$ cat src/rtl/bcd_pkg.sv
// Shared definitions for the digit-serial BCD adder/subtractor.
// Holds the BCD digit constants, the controller state encoding and the
// nines-complement helper used by both the operand loader and the
// negative-result correction pass.
package bcd_pkg;

  localparam int unsigned DIGIT_W  = 4;
  localparam logic [3:0]  BCD_MAX  = 4'd9;
  localparam logic [3:0]  BCD_CORR = 4'd6;

  typedef enum logic [1:0] {
    IDLE = 2'd0,
    ADD  = 2'd1,
    FIX  = 2'd2,
    DONE = 2'd3
  } state_t;

  function automatic logic [3:0] nines(input logic [3:0] d);
    return BCD_MAX - d;
  endfunction

endpackage

$ cat src/rtl/bcd_serial_addsub_if.sv
// Start/done handshake bundle for bcd_serial_addsub.
// master (requester): drives start, sub, a, b; receives ready, done, s,
//   cout, neg (and err when BCD_INPUT_CHECK_EN is defined).
// slave (adder): the mirror image.
// Optional macro: BCD_INPUT_CHECK_EN adds the err signal.
interface bcd_serial_addsub_if #(
  parameter int unsigned DIGITS = 4
);
  logic                  start;
  logic                  sub;
  logic [4*DIGITS-1:0]   a;
  logic [4*DIGITS-1:0]   b;
  logic                  ready;
  logic                  done;
  logic [4*DIGITS-1:0]   s;
  logic                  cout;
  logic                  neg;
`ifdef BCD_INPUT_CHECK_EN
  logic                  err;

  modport master (output start, sub, a, b,
                  input  ready, done, s, cout, neg, err);
  modport slave  (input  start, sub, a, b,
                  output ready, done, s, cout, neg, err);
`else
  modport master (output start, sub, a, b,
                  input  ready, done, s, cout, neg);
  modport slave  (input  start, sub, a, b,
                  output ready, done, s, cout, neg);
`endif
endinterface

$ cat src/rtl/bcd_digit_add.sv
// Combinational single BCD digit adder cell.
// Ports: a, b - BCD digits; cin - carry in; s - corrected BCD digit;
//        cout - decimal carry out.
module bcd_digit_add
  import bcd_pkg::*;
(
  input  logic [3:0] a,
  input  logic [3:0] b,
  input  logic       cin,
  output logic [3:0] s,
  output logic       cout
);

  logic [4:0] z;

  // A 5-bit sum above 9 covers both the decimal overflow and the binary
  // carry case, so one compare selects the +6 correction.
  always_comb begin
    z    = {1'b0, a} + {1'b0, b} + {4'b0000, cin};
    cout = (z > 5'd9);
    s    = cout ? (z[3:0] + BCD_CORR) : z[3:0];
  end

endmodule

$ cat src/rtl/bcd_serial_addsub.sv
// Digit-serial N-digit packed-BCD adder/subtractor, LSD first, one shared
// digit cell. Subtraction adds the nines complement of B plus one; a
// negative result gets a tens-complement pass so s is always a magnitude.
// Ports: clk, rst (async, active high); bus (slave modport): start, sub,
//   a, b in; ready, done, s, cout, neg (and err) out.
// Optional macro: BCD_INPUT_CHECK_EN - rejects operands with nibbles >9
//   and reports err instead of computing.
module bcd_serial_addsub
  import bcd_pkg::*;
#(
  parameter int unsigned DIGITS = 4
)(
  input  logic                 clk,
  input  logic                 rst,
  bcd_serial_addsub_if.slave   bus
);

  localparam int unsigned W  = DIGIT_W * DIGITS;
  localparam int unsigned IW = (DIGITS > 1) ? $clog2(DIGITS) : 1;
  localparam logic [IW-1:0] LAST = IW'(DIGITS - 1);

  state_t          state, state_next;
  logic [IW-1:0]   idx;
  logic            c;
  logic            sub_r;
  logic [W-1:0]    ra, rb, r;
  logic [W-1:0]    s_q;
  logic            cout_q, neg_q;

  logic [3:0]      a_d, b_d, r_d;
  logic [3:0]      x, y, sum;
  logic            k;
  logic [W-1:0]    r_upd;
  logic [W-1:0]    b_in;
  logic            accept;
  logic            bad;
  logic            last;

  assign bus.ready = (state == IDLE) || (state == DONE);
  assign bus.done  = (state == DONE);
  assign bus.s     = s_q;
  assign bus.cout  = cout_q;
  assign bus.neg   = neg_q;

  assign accept = bus.start && bus.ready;
  assign last   = (idx == LAST);

  always_comb begin
    a_d   = '0;
    b_d   = '0;
    r_d   = '0;
    r_upd = r;
    b_in  = '0;
    bad   = 1'b0;
    for (int unsigned j = 0; j < DIGITS; j++) begin
      b_in[j*DIGIT_W +: DIGIT_W] = bus.sub ? nines(bus.b[j*DIGIT_W +: DIGIT_W])
                                           : bus.b[j*DIGIT_W +: DIGIT_W];
`ifdef BCD_INPUT_CHECK_EN
      if ((bus.a[j*DIGIT_W +: DIGIT_W] > BCD_MAX) ||
          (bus.b[j*DIGIT_W +: DIGIT_W] > BCD_MAX))
        bad = 1'b1;
`endif
      if (idx == IW'(j)) begin
        a_d = ra[j*DIGIT_W +: DIGIT_W];
        b_d = rb[j*DIGIT_W +: DIGIT_W];
        r_d = r[j*DIGIT_W +: DIGIT_W];
        r_upd[j*DIGIT_W +: DIGIT_W] = sum;
      end
    end
  end

  // The single cell is shared: ADD feeds operand digits, FIX feeds the
  // nines complement of the partial result with a zero addend.
  always_comb begin
    x = (state == FIX) ? nines(r_d) : a_d;
    y = (state == FIX) ? 4'd0 : b_d;
  end

  bcd_digit_add u_cell (
    .a    (x),
    .b    (y),
    .cin  (c),
    .s    (sum),
    .cout (k)
  );

  always_ff @(posedge clk or posedge rst) begin
    if (rst) state <= IDLE;
    else     state <= state_next;
  end

  always_comb begin
    state_next = state;
    case (state)
      IDLE, DONE: begin
        if (accept)             state_next = bad ? DONE : ADD;
        else if (state == DONE) state_next = IDLE;
      end
      ADD: if (last) state_next = (sub_r && !k) ? FIX : DONE;
      FIX: if (last) state_next = DONE;
      default: state_next = IDLE;
    endcase
  end

`ifdef BCD_INPUT_CHECK_EN
  logic err_q;
  assign bus.err = err_q;

  always_ff @(posedge clk or posedge rst) begin
    if (rst)         err_q <= 1'b0;
    else if (accept) err_q <= bad;
  end
`endif

  always_ff @(posedge clk or posedge rst) begin
    if (rst) begin
      idx    <= '0;
      c      <= 1'b0;
      sub_r  <= 1'b0;
      ra     <= '0;
      rb     <= '0;
      r      <= '0;
      s_q    <= '0;
      cout_q <= 1'b0;
      neg_q  <= 1'b0;
    end else if (accept) begin
      ra    <= bus.a;
      rb    <= b_in;
      sub_r <= bus.sub;
      c     <= bus.sub;
      idx   <= '0;
      r     <= '0;
      if (bad) begin
        s_q    <= '0;
        cout_q <= 1'b0;
        neg_q  <= 1'b0;
      end
    end else if (state == ADD) begin
      r <= r_upd;
      if (!last) begin
        idx <= idx + 1'b1;
        c   <= k;
      end else if (sub_r && !k) begin
        idx <= '0;
        c   <= 1'b1;
      end else begin
        c      <= k;
        s_q    <= r_upd;
        cout_q <= sub_r ? 1'b0 : k;
        neg_q  <= 1'b0;
      end
    end else if (state == FIX) begin
      r <= r_upd;
      c <= k;
      if (!last) begin
        idx <= idx + 1'b1;
      end else begin
        s_q    <= r_upd;
        cout_q <= 1'b0;
        neg_q  <= 1'b1;
      end
    end
  end

endmodule

$ cat src/flat_wrapper.sv
// flat-port wrapper written by rule: the top's interface ports become plain ports
module bcd_serial_addsub_flat import bcd_pkg::*;
#(
  parameter int unsigned DIGITS = 4
)
  (clk, rst, bus_start, bus_sub, bus_a, bus_b, bus_ready, bus_done, bus_s, bus_cout, bus_neg);
  bcd_serial_addsub_if #(.DIGITS(DIGITS)) bus_i ();
  input  logic clk;
  input  logic rst;
  input wire logic [$bits(bus_i.start)-1:0] bus_start;
  input wire logic [$bits(bus_i.sub)-1:0] bus_sub;
  input wire logic [$bits(bus_i.a)-1:0] bus_a;
  input wire logic [$bits(bus_i.b)-1:0] bus_b;
  output wire logic [$bits(bus_i.ready)-1:0] bus_ready;
  output wire logic [$bits(bus_i.done)-1:0] bus_done;
  output wire logic [$bits(bus_i.s)-1:0] bus_s;
  output wire logic [$bits(bus_i.cout)-1:0] bus_cout;
  output wire logic [$bits(bus_i.neg)-1:0] bus_neg;
  assign bus_i.start = bus_start;
  assign bus_i.sub = bus_sub;
  assign bus_i.a = bus_a;
  assign bus_i.b = bus_b;
  assign bus_ready = bus_i.ready;
  assign bus_done = bus_i.done;
  assign bus_s = bus_i.s;
  assign bus_cout = bus_i.cout;
  assign bus_neg = bus_i.neg;
  bcd_serial_addsub #(.DIGITS(DIGITS)) u_core (.clk(clk), .rst(rst), .bus(bus_i));
endmodule
$ cat config.mk
export PLATFORM = sky130hd
export DESIGN_NAME = bcd_serial_addsub_flat
export DESIGN_NICKNAME = d
export VERILOG_FILES = /design/src/rtl/bcd_pkg.sv /design/src/rtl/bcd_serial_addsub_if.sv /design/src/rtl/bcd_digit_add.sv /design/src/rtl/bcd_serial_addsub.sv /design/src/flat_wrapper.sv
export SDC_FILE = /design/constraint.sdc
export NUM_CORES = 1
export LEC_CHECK = 0
export CAP_MARGIN = 20
export CORE_MARGIN = 1
export CORE_UTILIZATION = 50
export CTS_CLUSTER_SIZE = 25
export DETAILED_ROUTE_END_ITERATION = 10
export GPL_TIMING_DRIVEN = 1
export HOLD_SLACK_MARGIN = 0.03
export PLACE_DENSITY_LB_ADDON = 0.15
export SYNTH_ARGS = -nofsm -noshare
export SYNTH_HDL_FRONTEND = slang
export SYNTH_HIERARCHICAL = 1
export SYNTH_SLANG_ARGS = --single-unit
$ cat constraint.sdc
create_clock -name clk -period 8.8 [get_ports clk]
set_clock_uncertainty 0.05 [all_clocks]
set_input_delay 1.76 -clock clk [delete_from_list [all_inputs] [get_ports clk]]
set_output_delay 1.76 -clock clk [all_outputs]
set_load 0.005 [all_outputs]
==> results.tsv <==
stage	metric	value	unit
yosys	number of distinct library cells after synthesis	45	
route	vias	3019	
worst_setup_path	worst endpoint required time	8.99	ns
sta	final worst path period share	0.618	
finish	Area Growth Syn to Fin	20.0	%
cts	htree depth	3	
die	Std-Cell Rows	32	
worst_setup_path	Critical R2R Launch	u_core/idx[1]$_DFFE_PP0P_	
finish	register area	1800	µm²
run	max-cap viol count	0	
cts	clk_lat worst skew	0.35	ns
worst_setup_path	slowest stage cell on the critical path	ha_1	
sta	worst rel slew slack	0.353	
finish	NumNets Final	505	
hold_path	HP Start	u_core/ra[12]$_DFFE_PP0P_	
yosys	Synth Register Bits	72	
placed_design	HPWL after detailed placement	5850	µm
sta	Sum Neg Setup Slack	0	ns
cts	clk slew on worst S/H paths	0.07	ns
sta	Worst Max-Slew Pin Slew	0.970	ns
yosys	post-synth top area share	0.449	
worst_setup_path	worst flop-to-flop path endpoint	u_core/bus.s[13]$_DFFE_PP0P_	
finish	# fillers	663	
sta	RSZ-0062 raised after global routing	no	
sta	Hold Fails Final Rpt	0	
worst_setup_path	Worst setup SP type	register	
route	DRC viols	0	
route	drt via density	5.41	
worst_setup_path	Worst EP arrival	5.62	ns
worst_setup_path	Worst path max stage delay	0.70	ns
die	total core area	7730	µm²
route	Iter 0 DRT Violations	216	
finish	layout cells sized above 1	0.123	
placed_design	Placed Area	4590	µm²
cts	clock buffer depth	2	
die	DIE WIDTH	91.5	µm
yosys	Mapped Cells	407	
worst_setup_path	worst reg2reg path depth	17	
sta	Setup Viol. Count Final	0	
yosys	asr flop ratio synth	1.00	
route	Detailed Route WL	8500	µm
hold_path	hold path endpoint	u_core/ra[12]$_DFFE_PP0P_	
worst_setup_path	CP Capture Type	register	
cts	PostCTS Resize Cnt	0	
yosys	EDFF count, synth	0	
cts	postcts setup bufs	0	
yosys	synth top area cells	dfrtp_1, nand2_1, mux2_2	
finish	area taken by multi-input logic gates	2000	µm²
finish	final cell count without fillers	558	
cts	total CTS buffers	9	
route	WL/cell	15.2	µm
yosys	Yosys top cell by area	dfrtp_1	
yosys	Synth Flop Type	dfrtp_1	
yosys	post-synthesis sequential area ratio	0.449	
hold_path	Worst Hold Depth	2	
route	1st-pass router iterations	5	
cts	CTS tree	yes	
placed_design	PortBufs	55	
yosys	Syn. warnings	6	
yosys	net count after synthesis	461	
global_routing	largest net degree at the start of global routing	73	
cts	clock sink count	72	
die	Die Y	91.5	µm
global_routing	GRT Util Overall	0.225	
hold_path	Tightest Hold Check Type	register to register	
finish	Antenna diodes	0	
global_routing	initial antenna violation count	0	
sta	Max Slew Vio Count	0	
finish	finished layout cell area	4810	µm²
sta	Final min period	5.44	ns
yosys	mean post-synth cell area	9.85	µm²
sta	Max Fclk	184	MHz
yosys	Cell Area, Synth	4010	µm²
global_routing	remaining global-route overflow	0	
cts	root buffer cell	clkbuf_8	
global_routing	number of global-route vias before repair	3083	
worst_setup_path	CP most frequent cell	ha_1	
worst_setup_path	r2r setup slk	3.36	ns
die	Initial Util	0.519	
placed_design	GP Congestion	0.840	
worst_setup_path	CP Class	register to register	
global_routing	first-pass GRT wire length	14800	µm
worst_setup_path	Max FO, Critical Path	22	
placed_design	DP Cell Count	542	
die	die area	8380	µm²
outcome	status	complete, no violations	
worst_setup_path	worst-path cell chain	inv_1 > ha_1 > nor2b_1 > a221oi_1 > nor3_1 > a21oi_1 > ha_1 > a21oi_1 > o21ai_0 > ha_1 > xnor2_1 > ha_1 > a31o_1 > o31ai_4 > nor2b_1 > a21oi_4 > mux2_2	
die	io pins	56	
route	DRT antenna net count	0	
cts	CTS Hold Buffers Added	0	
## cell type report
class | count | area share
repair buffers | 59 | 0.121
clock inverters | 5 | 0.0166
multi-input cells | 289 | 0.416
clock buffers | 11 | 0.0294
flip-flops and latches | 72 | 0.375
well taps | 102 | 0.0265
inverters | 20 | 0.0156
## flip-flops by register name (all words and copies together), names as in the netlist
signal / flops
u_core/bus.cout: 1
u_core/bus.neg: 1
u_core/bus.s: 16
u_core/c: 1
u_core/idx: 2
u_core/r: 16
u_core/ra: 16
u_core/rb: 16
u_core/state: 2
u_core/sub_r: 1
## Yosys cell counts, drive strengths merged, types with 2 or more instances
cell type   n
a2111oi     2
a21oi      16
a221o       2
a221oi      8
a22o        2
a22oi       2
buf         6
clkbuf     20
dfrtp      72
fa          2
ha         16
inv        20
mux2       31
mux2i      23
nand2      82
nor2       24
nor2b      11
o21ai      34
o32ai       5
or2         2
xnor2       6
xor2        4
## stage by stage
stage / hold WS (ns) / setup WS (ns) / utilization
after CTS: 0.432 / 3.40 / 0.622
final: 0.422 / 3.36 / 0.622
after detailed placement: 0.414 / 3.41 / 0.594
after global routing: 0.461 / 3.02 / 0.622
after global placement: 0.407 / 3.72 / 0.594
after floorplan: 0.388 / 4.29 / -
## routing by layer
layer  vias to the layer above  global-route usage  part of all wire
li1                       1483                   -                 -
met4                         0              0.0939             0.017
met5                         -                   0                 0
met2                        87               0.352              0.46
met3                        16              0.0427             0.045
met1                      1433               0.307              0.48
## worst max-delay path by stage
stage	to	cells past startpoint	slack, ns	startpoint
CTS	u_core/bus.s[10]$_DFFE_PP0P_	17	3.40	u_core/idx[1]$_DFFE_PP0P_
global route	u_core/bus.s[12]$_DFFE_PP0P_	17	3.02	u_core/idx[1]$_DFFE_PP0P_
floorplan	u_core/bus.s[0]$_DFFE_PP0P_	18	4.29	u_core/idx[0]$_DFFE_PP0P_
detailed placement	u_core/bus.s[12]$_DFFE_PP0P_	17	3.41	u_core/idx[1]$_DFFE_PP0P_
finish	u_core/bus.s[13]$_DFFE_PP0P_	17	3.36	u_core/idx[1]$_DFFE_PP0P_
global placement	u_core/bus.s[12]$_DFFE_PP0P_	16	3.72	u_core/idx[1]$_DFFE_PP0P_
## cells in the final DEF, fill, tap and decap left out, types with 2 or more instances in the layout
master           instances
o21ai_1                  4
clkdlybuf4s50_1         55
clkinvlp_4               2
a221o_1                  2
a21oi_1                 15
a22oi_1                  2
mux2i_1                 23
mux2_4                   9
a221oi_1                 8
bufinv_16                2
dfrtp_1                 72
ha_1                    16
buf_4                    4
a2111oi_0                2
o32ai_1                  5
clkbuf_8                10
xor2_1                   4
nand2_1                 82
mux2_2                  22
nor2_1                  24
a22o_1                   2
o21ai_0                 30
inv_1                   19
fa_1                     2
nor2b_1                 11
xnor2_1                  6
## critical path, delay by kind of cell, from the launching register on
| family | cells | cell delay, ns |
|---|---|---|
| XOR/XNOR | 1 | 0.19 |
| AND/OR/NAND/NOR | 3 | 0.62 |
| buffers and inverters | 1 | 0.09 |
| AO/OA/AOI/OAI | 7 | 2.00 |
| adder cells (fa/ha/maj) | 4 | 1.54 |
| multiplexers | 1 | 0.40 |
| flip-flops | 1 | 0.41 |
## cells by family (layout without fill, tap and decap cells)
| family | count (synthesis) | in the layout | share of synthesized area |
|---|---|---|---|
| and+or+nand+nor | 127 | 127 | 0.132 |
| AOI/OAI and AO/OA | 80 | 80 | 0.133 |
| DFF | 72 | 72 | 0.449 |
| muxes | 54 | 54 | 0.153 |
| buffers and inverters | 46 | 95 | 0.0509 |
| adders and majority gates | 18 | 18 | 0.0599 |
| xor gates and xnor gates | 10 | 10 | 0.0218 |
Power is left out: the tool's default activity adds up to more than one toggle a clock period on the data nets, which glitch-free logic cannot reach.
